## src/rtl/dom_share_feeder.sv

```systemverilog
// Input-sharing / randomness stage feeding a two-share DOM-independent AND gadget.
// Define DOM_SHARE_FEEDER_ZERO_RAND_EN to force all masks to zero (unmasked baseline).
module dom_share_feeder #(
  parameter int          W      = 1,
  parameter logic [31:0] SEED   = 32'hACE1_2468,
  parameter int          WARMUP = 32
) (
  input  logic         clk,
  input  logic         rst,
  input  logic         seed_valid,
  input  logic [31:0]  seed,
  input  logic         in_valid,
  output logic         in_ready,
  input  logic [W-1:0] a,
  input  logic [W-1:0] b,
  output logic         out_valid,
  input  logic         out_ready,
  output logic [W-1:0] a0,
  output logic [W-1:0] a1,
  output logic [W-1:0] b0,
  output logic [W-1:0] b1,
  output logic [W-1:0] z,
  output logic         running,
  output logic [15:0]  tx_count
);

  typedef enum logic [0:0] {
    ST_WARMUP = 1'b0,
    ST_RUN    = 1'b1
  } state_e;

  localparam logic [7:0] WARM_LAST = 8'(WARMUP - 1);

  // Galois step for x^32+x^22+x^2+x+1; a nonzero state never maps to zero.
  function automatic logic [31:0] lfsr_step(input logic [31:0] v);
    return (v >> 1) ^ (v[0] ? 32'h8020_0003 : 32'h0000_0000);
  endfunction

  state_e        state_q, state_d;
  logic [7:0]    warm_cnt_q, warm_cnt_d;
  logic [31:0]   lfsr_q, lfsr_d;
  logic          out_valid_q, out_valid_d;
  logic          running_q, running_d;
  logic [15:0]   tx_count_q, tx_count_d;
  logic [W-1:0]  a0_q, a0_d, a1_q, a1_d, b0_q, b0_d, b1_q, b1_d, z_q, z_d;
  logic [W-1:0]  ra, rb, rz;
  logic          accept;

`ifdef DOM_SHARE_FEEDER_ZERO_RAND_EN
  assign ra = {W{1'b0}};
  assign rb = {W{1'b0}};
  assign rz = {W{1'b0}};
`else
  assign ra = lfsr_q[W-1:0];
  assign rb = lfsr_q[2*W-1:W];
  assign rz = lfsr_q[3*W-1:2*W];
`endif

  // A reseed in the same cycle always blocks the input.
  assign in_ready = running_q && !seed_valid && (!out_valid_q || out_ready);
  assign accept   = in_valid && in_ready;

  // Next-state logic: output register, transaction counter, LFSR and warm-up FSM.
  always_comb begin
    state_d     = state_q;
    warm_cnt_d  = warm_cnt_q;
    lfsr_d      = lfsr_q;
    out_valid_d = out_valid_q;
    tx_count_d  = tx_count_q;
    a0_d        = a0_q;
    a1_d        = a1_q;
    b0_d        = b0_q;
    b1_d        = b1_q;
    z_d         = z_q;

    if (accept) begin
      a0_d        = a ^ ra;
      a1_d        = ra;
      b0_d        = b ^ rb;
      b1_d        = rb;
      z_d         = rz;
      out_valid_d = 1'b1;
      tx_count_d  = tx_count_q + 16'd1;
    end else if (out_valid_q && out_ready) begin
      out_valid_d = 1'b0;
    end else begin
      out_valid_d = out_valid_q;
    end

    // A pending output survives a reseed and drains through the logic above.
    if (seed_valid) begin
      lfsr_d     = (seed == 32'h0000_0000) ? SEED : seed;
      warm_cnt_d = 8'd0;
      state_d    = ST_WARMUP;
    end else begin
      case (state_q)
        ST_WARMUP: begin
          lfsr_d = lfsr_step(lfsr_q);
          if (warm_cnt_q == WARM_LAST) begin
            state_d    = ST_RUN;
            warm_cnt_d = 8'd0;
          end else begin
            warm_cnt_d = warm_cnt_q + 8'd1;
          end
        end
        ST_RUN: begin
          if (accept) begin
            lfsr_d = lfsr_step(lfsr_q);
          end else begin
            lfsr_d = lfsr_q;
          end
        end
        default: begin
          state_d    = ST_WARMUP;
          warm_cnt_d = 8'd0;
        end
      endcase
    end

    running_d = (state_d == ST_RUN);
  end

  // State and output registers with synchronous reset.
  always_ff @(posedge clk) begin
    if (rst) begin
      state_q     <= ST_WARMUP;
      warm_cnt_q  <= 8'd0;
      lfsr_q      <= SEED;
      out_valid_q <= 1'b0;
      running_q   <= 1'b0;
      tx_count_q  <= 16'd0;
      a0_q        <= {W{1'b0}};
      a1_q        <= {W{1'b0}};
      b0_q        <= {W{1'b0}};
      b1_q        <= {W{1'b0}};
      z_q         <= {W{1'b0}};
    end else begin
      state_q     <= state_d;
      warm_cnt_q  <= warm_cnt_d;
      lfsr_q      <= lfsr_d;
      out_valid_q <= out_valid_d;
      running_q   <= running_d;
      tx_count_q  <= tx_count_d;
      a0_q        <= a0_d;
      a1_q        <= a1_d;
      b0_q        <= b0_d;
      b1_q        <= b1_d;
      z_q         <= z_d;
    end
  end

  assign out_valid = out_valid_q;
  assign running   = running_q;
  assign tx_count  = tx_count_q;
  assign a0        = a0_q;
  assign a1        = a1_q;
  assign b0        = b0_q;
  assign b1        = b1_q;
  assign z         = z_q;

endmodule

```

## config.mk

```make
export PLATFORM = sky130hd
export DESIGN_NAME = dom_share_feeder
export DESIGN_NICKNAME = d
export VERILOG_FILES = /design/src/rtl/dom_share_feeder.sv
export SDC_FILE = /design/constraint.sdc
export NUM_CORES = 1
export LEC_CHECK = 0
export CAP_MARGIN = 20
export CORE_MARGIN = 2
export CORE_UTILIZATION = 50
export CTS_CLUSTER_DIAMETER = 200
export DETAILED_ROUTE_END_ITERATION = 7
export PLACE_DENSITY_LB_ADDON = 0.08
export SLEW_MARGIN = 20
export SYNTH_ARGS = -nofsm -noshare
export SYNTH_HDL_FRONTEND = slang
export SYNTH_SLANG_ARGS = --single-unit
```

## constraint.sdc

```tcl
create_clock -name clk -period 2.1 [get_ports clk]
set_input_delay 0.315 -clock clk [delete_from_list [all_inputs] [get_ports clk]]
set_output_delay 0.315 -clock clk [all_outputs]
set_load 0.1 [all_outputs]
```

# [After elaboration in Yosys (flattened, before gate mapping)]
# Cells that the tools add are included.
[op_classes] addsub=2 eq_ne=2 muxes=10 bitwise=4 reduce_logical=10
[ops] operator="32-bit 2-to-1 mux" n=4
[ops] operator="32-bit case mux with 2 select lines" n=1
[ops] operator="32-bit logical NOT" n=1
[ops] operator="31-bit by 32-bit XOR with 32-bit output" n=1
[ops] operator="16-bit by 1-bit adder with 16-bit output, second input constant" n=1
[ops] operator="8-bit by 1-bit adder with 8-bit output, second input constant" n=1
[ops] operator="8-bit by 5-bit equality test with 1-bit output, second input constant" n=1
[ops] operator="8-bit 2-to-1 mux" n=1
[ops] operator="1-bit logical AND" n=4
[ops] operator="1-bit 2-to-1 mux" n=4
[ops] operator="3-bit by 2-bit != test with 1-bit output, second input constant" n=1
[ops] operator="1-bit logical NOT" n=2
[ops] operator="2-bit nonzero test" n=1
[ops] operator="2-bit OR reduction" n=1
[ops] operator="1-bit XOR" n=2
[ops] operator="1-bit logical OR" n=1
[ops] operator="1-bit inverter" n=1
[word_totals] register_bits=63 input_bits=39 output_inout_bits=24 wordCells=38

# [Depth between registers and ports, before layout]
[logic_depth] depth_word=7 ltp_mapped=7 mapped_depth_nobuf=5

# [Worst setup path before layout]
# OpenSTA, ideal clock, no wires.
[synth_path] path_type="register -> output" startpoint="register running_q (netlist: running)" endpoint="output port in_ready" arrival_ns=2.468 slack_ns=-0.683 path_stages_with_launch=4 cell_sequence="dfxtp_1 -> nand2b_4 -> buf_6 -> nor2_1"
[synth_between] elab_chain_len=2
[synth_lines] element="from (decl)" line="43" source="logic running_q, running_d;"
[synth_lines] element="from (signal assigned)" line="142" source="running_q <= running_d;"
[synth_lines] element="1-bit logical AND (2 in series)" line="60" source="assign in_ready = running_q && !seed_valid && (!out_valid_q || out_ready);"
[synth_lines] element="to (decl)" line="13" source="output logic in_ready,"
# No other way between the ends.

# [Worst setup path in the final report]
[layout_path] startpoint="input port out_ready" endpoint="output port in_ready"
[layout_between] elab_chain_len=2
[layout_lines] element="from (decl)" line="17" source="input logic out_ready,"
[layout_lines] element="1-bit logical OR" line="60"
[layout_lines] element="1-bit logical AND" line="60"
# No other way between the ends.

==> results.ini <==
[run_status]
status = complete, no violations

[sta]
hold_viol_final = 0
finalCriticalPeriod_ns = 1.798
period_share_pct = 85.61
fin_setup_tns_ns = 0
relSlewSlack_pct = 74.92
finClkSkew_ns = 0.008216
slew_violations = 0
worst_slew_pin_slew_ns = 0.3730
setup_viol = 0
fmax_mhz = 556.2
rsz0062_at_grt = false

[critical_path]
critical_path.startpoint = out_ready
r2r_slack_ns = 0.37
r2r_start = tx_count[4]$_SDFFE_PP0P_
arrival_ns = 1.48
startpoint_type = primary input
worstRegToRegCells = 4
cp_max_fo = 5
endpoint_kind = output port
reg2reg_to = tx_count[12]$_SDFFE_PP0P_
path_class = primary input to output port
critPathRequiredTime_ns = 1.78

[die]
dieArea_sq_um = 6571
die_y_um = 81.06
std_cell_rows = 28
die_x_um = 81.06
pin_count = 63
start_util_pct = 51.05
core_sq_um = 5816

[global_route]
grt_max_degree = 49
grt_pass1_vias = 2372
grt_usage_pct = 21.00
grt_antenna_before_repair = 0
grt_overflow = 0
grt_pass1_wl_um = 10740

[run]
maxCapViolCount = 0

[synthesis]
synthCells = 342
syn_area_sq_um = 2969
synth_nets = 383
yosysTopAreaCellShare_pct = 42.48
yosysWarnings = 0
async_flop_share_pct = 0
yosysUniqueCellTypes = 39
synth.avg_cell_area_sq_um = 8.682
ys_seq_area_share_pct = 42.48
synth-edff-count = 0
yosys_most_used_dff = dfxtp_1
yosysTopAreaCell = dfxtp_1
synthTopCellsByArea = dfxtp_1, mux2i_1, nor2_1, a211oi_1, a21oi_1
synth-seq-cells = 63

[clock_network]
cts_tree = built
h-tree-depth = 3
clockBufferDepth = 2
cts_buffers = 9
clock-root-buffer = clkbuf_8
cts_sinks = 63
clkLatencyLatePin_ns = 0.33
cts_resized = 0
post_cts_buffers = 0
hold_buffers = 0
clkTransAtPathRegs_ns = 0.07

[power_and_ir_drop]
leakage_nw = 1.464
power.total_mw = 2.536
power_density_nw_per_um2 = 661.2
irDropWorstVdd_v = 0.0005678

[hold_path]
hold_depth = 2
hold_class = primary input to flop
worstHoldStart = rst
min_to = lfsr_q[4]$_SDFFE_PP0P_

[final_layout]
fillCellCount = 534
drive_gt1_share_pct = 19.46
final_net_count = 442
syn_to_final_growth_pct = 29.20
finalInstanceArea_sq_um = 3836
antenna_cells = 0

[drt]
dr_total_vias = 2650
postRouteAntennaNets = 0
routed.top_layer = met4
post_drt_via_cell_ratio = 5.509
m1WireLength_um = 3044
met3_length_um = 263
routedWlPerCell_um = 13.63
first_iter_violations = 91
firstDrtPassIters = 4
routed_wl_um = 6556
remaining_drc_errors = 0
wl_met2_um = 3167

[placement]
io_buffers = 62
hpwl_um = 4637
dpl_cell_area_sq_um = 3646
place_congestion = 0.7729

==> sequential cells by signal, summed over array words and instances, names as in the netlist <==
signal and flops:
lfsr_q 32, tx_count 16, warm_cnt_q 8, a0 1, a1 1, b0 1
b1 1, out_valid 1, running 1, z 1
==> cell usage in the layout, fill, tap and decap left out, types with 2 or more instances in the layout <==
| cell type | count |
|---|---|
| xnor2_1 | 11 |
| buf_2 | 2 |
| nor3_1 | 3 |
| a31o_2 | 2 |
| clkdlybuf4s50_1 | 36 |
| buf_12 | 2 |
| nand2b_1 | 2 |
| or3_1 | 7 |
| nand2_1 | 15 |
| nand4_1 | 7 |
| a22oi_1 | 13 |
| clkinv_2 | 3 |
| a21oi_1 | 28 |
| o21ai_0 | 21 |
| nor4_1 | 11 |
| buf_4 | 35 |
| clkbuf_1 | 2 |
| nor2b_1 | 6 |
| xor2_1 | 4 |
| dfxtp_2 | 13 |
| nor3b_1 | 13 |
| nand4b_1 | 3 |
| mux2_2 | 3 |
| mux2i_1 | 18 |
| clkbuf_8 | 10 |
| inv_1 | 5 |
| a211oi_1 | 19 |
| nand3_1 | 6 |
| or2_2 | 3 |
| nor2_1 | 38 |
| ha_1 | 2 |
| dfxtp_1 | 50 |
==> logic make-up (layout without fill, tap and decap cells) <==
logic type	count (synthesis)	count (layout)	share of synthesized area (%)
AO/OA/AOI/OAI	86	86	17.66
buffers and inverters	32	96	4.425
flip-flops	63	63	42.48
AND/OR/NAND/NOR	123	123	22.97
XOR/XNOR	15	15	4.425
adder cells (fa/ha/maj)	2	2	0.8427
multiplexers	21	21	7.206
==> cells in the mapped netlist (3+ instances only) <==
master    count
xor2_1        4
mux2i_1      18
dfxtp_1      63
or2_2         3
inv_1         5
a21oi_1      28
or3_1         7
mux2_2        3
buf_1         4
nand3_1       6
a22oi_1      13
nand2_1      15
nor4_1       11
o21ai_0      22
xnor2_1      11
nand4b_1      3
a211oi_1     19
nor3_1        3
clkbuf_1     19
nor2_1       39
nor2b_1       6
nand4_1       7
nor3b_1      13
==> critical path, stage by stage <==
cell and delay, ns:
clkdlybuf4s50_1 0.43, nor2b_1 0.32, buf_4 0.21, nor2_2 0.05
buf_12 0.16
==> report_power, final <==
group,total (mW),switching [mW],internal [mW]
Clock,1.02,0.448,0.576
Sequential,1.28,0.0320,1.25
Combinational,0.235,0.101,0.134
==> per-layer routing <==
metal / track usage [%] / up-vias
li1: - / 1357
met1: 26.40 / 1229
met2: 34.55 / 57
met3: 4.556 / 7
met4: 9.322 / 0
met5: 0 / -
==> final cells by class <==
cell class / count / area, sq um / share of cell area [%]
multi-input combinational: 247 / 1583 / 41.26
clock buffer: 12 / 145.1 / 3.783
clock inverter: 4 / 45.04 / 1.174
timing repair buffer: 75 / 673.1 / 17.55
inverter: 5 / 18.77 / 0.4892
sequential: 63 / 1277 / 33.30
tap: 75 / 93.84 / 2.446
==> per-stage QoR <==
step	std cells	util [%]	hold WS, ns	setup slack (ns)
final	481	65.96	0.3874	0.3022
after global routing	481	65.96	0.3881	0.2292
after CTS	481	65.96	0.3642	0.3021
after detailed placement	465	62.69	0.4603	0.006014
after global placement	465	62.69	0.4514	0.04656
after floorplan	342	-	0.4586	0.03471
==> worst max-delay path by stage <==
stage                                end  slack [ns]
3_5_place_dp   tx_count[12]$_SDFFE_PP0P_       0.006
5_1_grt                         in_ready        0.23
2_1_floorplan   tx_count[8]$_SDFFE_PP0P_        0.03
4_1_cts                         in_ready        0.30
6_report                        in_ready        0.30
3_3_place_gp   tx_count[10]$_SDFFE_PP0P_        0.05
Note: power is estimated with default switching activity, not from simulation.
